**src/rtl/hdmi_link_pkg.sv**
```systemverilog
// Shared definitions for the HDMI source link-management sequencer.
package hdmi_link_pkg;

    // Sequencer states.
    typedef enum logic [3:0] {
        ST_IDLE,
        ST_DEBOUNCE,
        ST_RETIMER,
        ST_VERSION,
        ST_TMDS,
        ST_SETTLE,
        ST_RUN,
        ST_POLL,
        ST_FAIL
    } state_t;

    localparam logic [6:0]  SCDC_ADDRESS              = 7'h54;
    localparam logic [7:0]  SCDC_REG_VERSION          = 8'h02;
    localparam logic [7:0]  SCDC_REG_TMDS_CONFIG      = 8'h20;
    localparam logic [7:0]  SCDC_REG_SCRAMBLER_STATUS = 8'h21;
    localparam logic [7:0]  SCDC_VERSION_VALUE        = 8'h01;
    localparam logic [31:0] HIGH_RATE_THRESHOLD       = 32'd340_000_000;

    // One request on the I2C master interface.
    typedef struct packed {
        logic [6:0] address;
        logic       rw;
        logic [7:0] register_index;
        logic [7:0] data;
    } i2c_req_t;

    function automatic i2c_req_t write_req(input logic [6:0] addr, input logic [7:0] reg_idx,
                                           input logic [7:0] wdata);
        write_req = '{address: addr, rw: 1'b0, register_index: reg_idx, data: wdata};
    endfunction

    function automatic i2c_req_t read_req(input logic [6:0] addr, input logic [7:0] reg_idx);
        read_req = '{address: addr, rw: 1'b1, register_index: reg_idx, data: 8'h00};
    endfunction

endpackage

```
**src/rtl/ms_timer.sv**
```systemverilog
// Millisecond timer: tick prescaler plus loadable down-counter with a sticky expiry flag.
module ms_timer #(
    parameter int unsigned TICK_CYCLES = 1
) (
    input  logic        clock,
    input  logic        reset,
    input  logic        load,
    input  logic [15:0] value,
    output logic        expired
);
    localparam logic [31:0] TICK_LAST = 32'(TICK_CYCLES - 1);

    logic [31:0] cycle_count;
    logic [15:0] ms_count;

    // The load cycle counts as the first prescaler cycle so the period is value*TICK_CYCLES.
    always_ff @(posedge clock) begin
        if (reset) begin
            cycle_count <= 32'd0;
            ms_count    <= 16'd0;
            expired     <= 1'b0;
        end else if (load) begin
            cycle_count <= 32'd1;
            ms_count    <= value;
            expired     <= (value == 16'd0);
        end else if (ms_count != 16'd0) begin
            if (cycle_count >= TICK_LAST) begin
                cycle_count <= 32'd0;
                ms_count    <= ms_count - 16'd1;
                if (ms_count == 16'd1) begin
                    expired <= 1'b1;
                end
            end else begin
                cycle_count <= cycle_count + 32'd1;
            end
        end
    end

endmodule

```
**src/rtl/hdmi_link_controller.sv**
```systemverilog
// HDMI source link sequencer: HPD debounce, retimer setup, SCDC TMDS config and scrambling watch.
module hdmi_link_controller
    import hdmi_link_pkg::*;
#(
    parameter int unsigned CLOCK_FREQUENCY   = 0,
    parameter logic [6:0]  RETIMER_ADDRESS   = 7'h5E,
    parameter int unsigned RETIMER_REG_COUNT = 9,
    parameter int unsigned HPD_DEBOUNCE_MS   = 100,
    parameter int unsigned SETTLE_MS         = 1,
    parameter int unsigned POLL_MS           = 250,
    parameter int unsigned RETRY_LIMIT       = 3,
    localparam int unsigned TABLE_ENTRIES    = (RETIMER_REG_COUNT > 0) ? RETIMER_REG_COUNT : 1
) (
    input  logic                          clock,
    input  logic                          reset,
    input  logic                          hpd,
    input  logic [16*TABLE_ENTRIES-1:0]   retimer_table,
    input  logic [31:0]                   tmds_clock_frequency,
    output logic                          i2c_ready,
    output logic [6:0]                    i2c_address,
    output logic                          i2c_rw,
    output logic [7:0]                    i2c_register,
    output logic [7:0]                    i2c_data_write,
    input  logic                          i2c_valid,
    input  logic                          i2c_nack,
    input  logic [7:0]                    i2c_data_read,
    output logic                          run,
    output logic                          scrambler_enable,
    output logic                          tmds_bit_clock_ratio,
    output logic                          fail
);
    localparam int unsigned TICK_CYCLES = (CLOCK_FREQUENCY / 1000 > 0) ? CLOCK_FREQUENCY / 1000 : 1;
    localparam int unsigned RETRY_W     = (RETRY_LIMIT > 0) ? $clog2(RETRY_LIMIT + 1) : 1;
    localparam logic [7:0]  LAST_INDEX  = 8'(TABLE_ENTRIES - 1);
    localparam logic [15:0] DEBOUNCE_MS_VALUE = 16'(HPD_DEBOUNCE_MS);
    localparam logic [15:0] SETTLE_MS_VALUE   = 16'(SETTLE_MS);
    localparam logic [15:0] POLL_MS_VALUE     = 16'(POLL_MS);

    state_t             state;
    i2c_req_t           request;
    logic [RETRY_W-1:0] retry;
    logic [7:0]         index;
    logic               timer_load;
    logic [15:0]        timer_value;
    logic               timer_expired;

    logic        done_c, ack_c, retry_c, retry_exhausted_c, high_rate_c, timer_done_c;
    logic [7:0]  next_index_c, tmds_config_c;
    logic [15:0] first_entry_c, next_entry_c;
    logic        unused_read_bits;

    assign done_c            = i2c_ready && i2c_valid;
    assign ack_c             = done_c && !i2c_nack;
    assign high_rate_c       = tmds_clock_frequency > HIGH_RATE_THRESHOLD;
    // Expiry is stale in the cycle the reload is still pending.
    assign timer_done_c      = timer_expired && !timer_load;
    // A NACK is fatal to the attempt everywhere except a low-rate sink without SCDC.
    assign retry_c           = done_c && i2c_nack &&
                               ((state == ST_RETIMER) || (state == ST_TMDS) || (state == ST_POLL) ||
                                ((state == ST_VERSION) && scrambler_enable));
    assign retry_exhausted_c = (32'(retry) + 32'd1) == RETRY_LIMIT;
    assign next_index_c      = index + 8'd1;
    assign first_entry_c     = retimer_table[15:0];
    assign next_entry_c      = retimer_table[16*32'(next_index_c) +: 16];
    assign tmds_config_c     = {6'b0, tmds_bit_clock_ratio, scrambler_enable};
    assign unused_read_bits  = ^i2c_data_read[7:1];

    assign i2c_address    = request.address;
    assign i2c_rw         = request.rw;
    assign i2c_register   = request.register_index;
    assign i2c_data_write = request.data;

    ms_timer #(.TICK_CYCLES(TICK_CYCLES)) u_timer (
        .clock   (clock),
        .reset   (reset),
        .load    (timer_load),
        .value   (timer_value),
        .expired (timer_expired)
    );

    // Sequencer with registered I2C request, link status and timer reload.
    always_ff @(posedge clock) begin
        if (reset) begin
            state                <= ST_IDLE;
            request              <= '0;
            i2c_ready            <= 1'b0;
            run                  <= 1'b0;
            fail                 <= 1'b0;
            scrambler_enable     <= 1'b0;
            tmds_bit_clock_ratio <= 1'b0;
            retry                <= '0;
            index                <= 8'd0;
            timer_load           <= 1'b0;
            timer_value          <= 16'd0;
        end else begin
            timer_load <= 1'b0;
            if ((state != ST_IDLE) && !hpd) begin
                state     <= ST_IDLE;
                i2c_ready <= 1'b0;
                run       <= 1'b0;
                fail      <= 1'b0;
                retry     <= '0;
                index     <= 8'd0;
            end else if (retry_c) begin
                i2c_ready <= 1'b0;
                run       <= 1'b0;
                index     <= 8'd0;
                if (retry_exhausted_c) begin
                    state <= ST_FAIL;
                    fail  <= 1'b1;
                end else begin
                    state       <= ST_DEBOUNCE;
                    retry       <= retry + RETRY_W'(1);
                    timer_load  <= 1'b1;
                    timer_value <= DEBOUNCE_MS_VALUE;
                end
            end else begin
                if (ack_c) begin
                    retry <= '0;
                end
                case (state)
                    ST_IDLE: begin
                        if (hpd) begin
                            state                <= ST_DEBOUNCE;
                            scrambler_enable     <= high_rate_c;
                            tmds_bit_clock_ratio <= high_rate_c;
                            index                <= 8'd0;
                            timer_load           <= 1'b1;
                            timer_value          <= DEBOUNCE_MS_VALUE;
                        end
                    end
                    ST_DEBOUNCE: begin
                        if (timer_done_c) begin
                            i2c_ready <= 1'b1;
                            index     <= 8'd0;
                            if (RETIMER_REG_COUNT != 0) begin
                                state   <= ST_RETIMER;
                                request <= write_req(RETIMER_ADDRESS, first_entry_c[15:8], first_entry_c[7:0]);
                            end else begin
                                state   <= ST_VERSION;
                                request <= write_req(SCDC_ADDRESS, SCDC_REG_VERSION, SCDC_VERSION_VALUE);
                            end
                        end
                    end
                    ST_RETIMER: begin
                        if (ack_c) begin
                            if (index == LAST_INDEX) begin
                                state   <= ST_VERSION;
                                request <= write_req(SCDC_ADDRESS, SCDC_REG_VERSION, SCDC_VERSION_VALUE);
                            end else begin
                                index   <= next_index_c;
                                request <= write_req(RETIMER_ADDRESS, next_entry_c[15:8], next_entry_c[7:0]);
                            end
                        end
                    end
                    ST_VERSION: begin
                        if (done_c) begin
                            if (i2c_nack) begin
                                state     <= ST_RUN;
                                run       <= 1'b1;
                                i2c_ready <= 1'b0;
                            end else begin
                                state   <= ST_TMDS;
                                request <= write_req(SCDC_ADDRESS, SCDC_REG_TMDS_CONFIG, tmds_config_c);
                            end
                        end
                    end
                    ST_TMDS: begin
                        if (ack_c) begin
                            state       <= ST_SETTLE;
                            i2c_ready   <= 1'b0;
                            timer_load  <= 1'b1;
                            timer_value <= SETTLE_MS_VALUE;
                        end
                    end
                    ST_SETTLE: begin
                        if (timer_done_c) begin
                            state       <= ST_RUN;
                            run         <= 1'b1;
                            timer_load  <= scrambler_enable;
                            timer_value <= POLL_MS_VALUE;
                        end
                    end
                    ST_RUN: begin
                        if (scrambler_enable && timer_done_c) begin
                            state     <= ST_POLL;
                            i2c_ready <= 1'b1;
                            request   <= read_req(SCDC_ADDRESS, SCDC_REG_SCRAMBLER_STATUS);
                        end
                    end
                    ST_POLL: begin
                        if (ack_c) begin
                            if (i2c_data_read[0]) begin
                                state       <= ST_RUN;
                                i2c_ready   <= 1'b0;
                                timer_load  <= 1'b1;
                                timer_value <= POLL_MS_VALUE;
                            end else begin
                                state   <= ST_TMDS;
                                run     <= 1'b0;
                                request <= write_req(SCDC_ADDRESS, SCDC_REG_TMDS_CONFIG, tmds_config_c);
                            end
                        end
                    end
                    ST_FAIL: begin
                        i2c_ready <= 1'b0;
                    end
                    default: begin
                        state <= ST_IDLE;
                    end
                endcase
            end
        end
    end

endmodule

```
**config.mk**
```make
export PLATFORM = sky130hd
export DESIGN_NAME = hdmi_link_controller
export DESIGN_NICKNAME = d
export VERILOG_FILES = /design/src/rtl/hdmi_link_pkg.sv /design/src/rtl/ms_timer.sv /design/src/rtl/hdmi_link_controller.sv
export SDC_FILE = /design/constraint.sdc
export NUM_CORES = 1
export LEC_CHECK = 0
export ABC_AREA = 0
export CAP_MARGIN = 20
export CORE_MARGIN = 1
export CORE_UTILIZATION = 46
export CTS_BUF_LIST = sky130_fd_sc_hd__clkbuf_4 sky130_fd_sc_hd__clkbuf_8 sky130_fd_sc_hd__clkbuf_16
export CTS_CLUSTER_DIAMETER = 50
export DETAILED_ROUTE_END_ITERATION = 16
export PLACE_DENSITY = 0.88
export SYNTH_ARGS = -nofsm -noshare
export SYNTH_HDL_FRONTEND = slang
export SYNTH_SLANG_ARGS = --single-unit
export TNS_END_PERCENT = 100
```
**constraint.sdc**
```tcl
create_clock -name clock -period 5.2 [get_ports clock]
set_clock_uncertainty 0.2 [all_clocks]
set_input_delay 1.3 -clock clock [delete_from_list [all_inputs] [get_ports clock]]
set_output_delay 1.3 -clock clock [all_outputs]
set_load 0.1 [all_outputs]
```
---- Word-level counts from Yosys, hierarchy flattened ----
Cells that the tools add are included.
word-level totals
  flip-flop bits (word level) ............. 108
  latch bits .............................. 0
  RAM bits ................................ 0
  bits in read-only memories .............. 0
  output and inout bits ................... 29
  memories ................................ 0
cells by class
  $add $sub $neg .......................... 5
  multipliers ............................. 0
  divide/modulo/power cells ............... 0
  $lt $le $gt $ge ......................... 2
  equal/unequal tests ..................... 36
  shifts and indexed selects .............. 1
  muxes and demuxes ....................... 70
  bitwise gates (word level) .............. 2
  reductions and logical operators ........ 41
operators with widths
  operator               count
  $mux 24                7
  $mux 16                10
  $shiftx 144x13->16     1
  $pmux 24 s5            1
  $pmux 16 s4            1
  $mux 4                 11
  $pmux 4 s9             1
  $add 32x1->32 const B  1
  $ge 32x1->1 const B    1
  $gt 32x29->1 const B   1
  $mux 32                1
  $mux 8                 4
  $ne 2x2->1 const B     15
  $ne 3x3->1 const B     9
  $mux 1                 24
  $pmux 8 s3             1
  $mux 21                1
  $reduce_and 10->1      2
  $eq 16x1->1 const B    1
  $eq 4x3->1 const B     4
  $logic_not 16->1       1
  $reduce_and 8->1       2
  $reduce_bool 16->1     1
  $sub 16x1->16 const B  1
  30 further kinds       55

---- Depth between registers and ports, before layout ----
  word-level depth ........................ 7
  mapped depth ............................ 10

---- Modules after synthesis ----
A second synthesis with hierarchy kept.
second synthesis, totals
  cell total of the unflattened synthesis .. 539
  area total of the unflattened synthesis .. 4,674.5 µm²
modules (own cells, without submodules)
  module                times used  cells an instance  area an instance (µm²)  sequential area each (µm²)
  hdmi_link_controller  1           426                3,709.8                 840.8
  ms_timer              1           113                964.7                   340.3

---- Least setup slack after synthesis ----
OpenSTA, ideal clock, no wires.
  kind .................................... flip-flop to output port
  start ................................... register tmds_bit_clock_ratio
  end ..................................... output port tmds_bit_clock_ratio
  data arrival time ....................... 1,471 ps
  data required time ...................... 3,700 ps
  setup slack ............................. 2,229 ps
  stages on the path, launching flop included .. 2
  cell sequence ........................... dfxtp_1 > buf_4
RTL lines
  element                   line                         RTL
  start: declaration        hdmi_link_controller.sv:29   output logic tmds_bit_clock_ratio,
  start signal: assignment  hdmi_link_controller.sv:126  tmds_bit_clock_ratio <= high_rate_c;
No word-level cell between the ends.

---- Final worst setup path ----
  start ................................... register tmds_bit_clock_ratio
  end ..................................... output port tmds_bit_clock_ratio
No word-level cell between the ends.

==> flow_metrics.py <==
metrics = {
    "power": {
        "pwr-share-seq_pct": 21.4,
        "p_int_mw": 1.70,
        "design_power_total_mw": 3.32,
        "irDropWorstVdd_uv": 278,
        "comb_power_share_pct": 63.8,
        "power.share.clock_pct": 14.8,
        "p_leak_nw": 2.39,
        "power_density_nw_per_um2": 473,
        "p_sw_share_pct": 48.8,
        "net-switching-power_mw": 1.62,
    },
    "place": {
        "hpwl_um": 13300,
        "place_area_um2": 6800,
        "gp_congestion": 0.951,
        "portBuffers": 208,
    },
    "clock_tree": {
        "postCtsResizedCells": 0,
        "clk_latency_ns": 0.35,
        "post-cts-setup-buffers": 0,
        "tritoncts": "done",
        "clock_path_buffers": 2,
        "cts.htree.levels": 3,
        "clock-root-buffer": "clkbuf_8",
        "cts_buffers": 9,
        "clkTransAtPathRegs_ns": 0.08,
        "cts.sinks": 59,
        "postCtsHoldBufs": 0,
    },
    "timing": {
        "setup_tns_ns": 0,
        "worstMarginPinSlew_ns": 1.07,
        "rsz0062_at_grt": "no",
        "final-setup-viol-count": 0,
        "hold_violations": 0,
        "min_period_over_period_pct": 69.5,
        "maxSlewViolCount": 0,
        "max_slew_margin_pct": 28.1,
        "period_minus_slack_ns": 3.61,
        "fmax_ghz": 0.277,
    },
    "finish": {
        "mostFrequentLayoutCell": "clkdlybuf4s50_1",
        "syn_to_final_growth_pct": 47.9,
        "drive_above_1_share_pct": 13.0,
        "ff_latch_area_um2": 1180,
        "nFillCells": 759,
        "final_cell_area_um2": 7020,
        "nets": 914,
        "diodes": 0,
        "layout_common_cells": "clkdlybuf4s50_1, nor2_1, dfxtp_1",
        "fin_util_pct": 70.9,
        "multi_input_area_um2": 3270,
    },
    "worst_setup_path": {
        "cp.arrival_ns": 2.11,
        "crit_path_start": "tmds_bit_clock_ratio",
        "slowest_stage": "clkdlybuf4s50_1",
        "end_kind": "primary output",
        "startpoint_type": "flip-flop",
        "rr_endpoint": "i2c_data_write[5]",
        "cpPeakStageDelay_ns": 1.21,
        "r2r-start": "index[0]",
        "cp.depth": 1,
        "r2r_cells": 8,
        "endpoint": "tmds_bit_clock_ratio",
        "critPathBufInv": 1,
        "ff2ff_setup_slack_ns": 1.98,
        "cp_top_family": "buffers and inverters",
        "crit_path_cell_trace": "clkdlybuf4s50_1",
        "required_ns": 3.70,
        "crit_fanout": 9,
        "crit_type": "reg -> out",
    },
    "synthesis": {
        "ys_warn_count": 0,
        "netlist_area_um2": 4750,
        "ys_seq_area_share_pct": 24.9,
        "synthCells": 538,
        "synthArstFlopShare_pct": 0,
        "synth-edff-count": 0,
        "synthFlopType": "dfxtp_1",
        "syn_area_per_cell_um2": 8.83,
        "ys_ff_latch": 59,
        "synth.distinct_cells": 85,
    },
    "global_route": {
        "antenna_found_initial": 0,
        "track_usage_pct": 32.9,
        "grt.overflow.total": 0,
        "grt_start_max_net_pins": 37,
        "grt_pass1_vias": 5214,
        "grt_pass1_wl_um": 27600,
    },
    "die": {
        "initial_core_util_pct": 47.9,
        "dieHeight_um": 104,
        "num_io_pins": 218,
        "die_x_um": 104,
        "fp.coreArea_um2": 9910,
        "dieArea_um2": 10700,
        "row_count": 36,
    },
    "detailed_routing": {
        "final_antenna_net_count": 0,
        "drt_iter0_markers": 345,
        "routedWlPerCell_um": 20.3,
        "vias_per_cell": 6.05,
        "wl_um": 17400,
        "num_vias": 5189,
        "drc": 0,
        "drt-pass1-iter-count": 6,
    },
    "hold_path": {
        "hold_depth": 2,
        "min_path_type": "reg -> reg",
    },
    "run": {
        "maxCapViolCount": 0,
    },
    "status": {
        "status": "completed",
    },
}
-- Yosys cell counts, types with 9 or more instances --
cell type	n	area, um^2
a22oi_1	13	97.6
xor2_1	10	87.6
buf_4	9	67.6
nand3_1	19	95.1
inv_1	11	41.3
nor3_1	10	50.1
nor2_1	65	244
nand2_1	46	173
xnor2_1	14	123
clkbuf_1	12	45.0
nand2b_1	10	62.6
a211oi_2	15	188
mux4_2	32	721
buf_2	17	85.1
dfxtp_1	59	1180
a21oi_1	53	265
-- per-stage QoR --
stage | hold WS, ns | setup slack (ns) | instances
after global routing | 0.302 | 1.55 | 858
after detailed placement | 0.262 | 1.37 | 842
after global placement | 0.253 | 1.42 | 842
after CTS | 0.279 | 1.58 | 858
after floorplan | 0.245 | 2.23 | 539
final | 0.270 | 1.59 | 858
-- cells by family (layout without fill, tap and decap cells) --
group                      after synthesis  count (layout)  synth area share [%]
AOI/OAI and AO/OA                      144             144                  23.7
xor gates and xnor gates                24              24                  4.43
adders and majority gates                5               5                  1.32
buffers and inverters                   57             243                  6.30
DFF                                     59              59                  24.9
muxes                                   39              39                  16.7
other                                    1               2                0.0790
and+or+nand+nor                        209             209                  22.6
-- sequential cells by signal, indices dropped and copies added, names as in the netlist --
register,cells
u_timer.ms_count,16
i2c_data_write,8
i2c_register,8
index,8
state,4
timer_value,4
i2c_address,2
retry,2
fail,1
i2c_ready,1
i2c_rw,1
run,1
timer_load,1
tmds_bit_clock_ratio,1
u_timer.expired,1
-- power groups by stage --
stage | registers, mW | clock network [mW] | logic [mW]
floorplan | 0.999 | 0 | 1.33
CTS | 0.705 | 0.490 | 2.11
detailed placement | 0.712 | 0 | 2.10
finish | 0.711 | 0.492 | 2.12
global placement | 0.702 | 0 | 2.04
global route | 0.730 | 0.515 | 2.25
-- layer usage --
metal  vias up  part of all wire (%)  global-route usage [%]
met5         -                     0                       0
li1       2386                     -                       -
met1      2466                    39                    39.8
met4         0                   3.2                    11.0
met3        45                   8.5                    8.43
met2       292                    50                    56.7
-- worst register-to-register path, cell delays in order (launching register included) --
cell and delay (ns):
dfxtp_2 0.33, buf_4 0.50, ha_1 0.52, and3_1 0.27, a41o_1 0.20, nand3_1 0.47
a21oi_1 0.34, a21oi_1 0.08, a211oi_2 0.23
-- final cells by class --
cell class | count | share of cell area, %
Clock buffer | 10 | 1.96
Clock inverter | 6 | 1.26
Inverter | 13 | 0.695
Multi-Input combinational cell | 423 | 46.6
Timing Repair Buffer | 214 | 30.3
Tap cell | 133 | 2.37
Sequential cell | 59 | 16.8
-- worst min path at each step --
| stage | from | endpoint | slack, ns |
|---|---|---|---|
| floorplan | timer_value[0] | u_timer.ms_count[0] | 0.24 |
| global placement | fail | fail | 0.25 |
| detailed placement | run | run | 0.26 |
| CTS | i2c_rw | i2c_rw | 0.28 |
| global route | i2c_rw | i2c_rw | 0.30 |
| finish | run | run | 0.27 |
(Power assumes the default switching activity.)
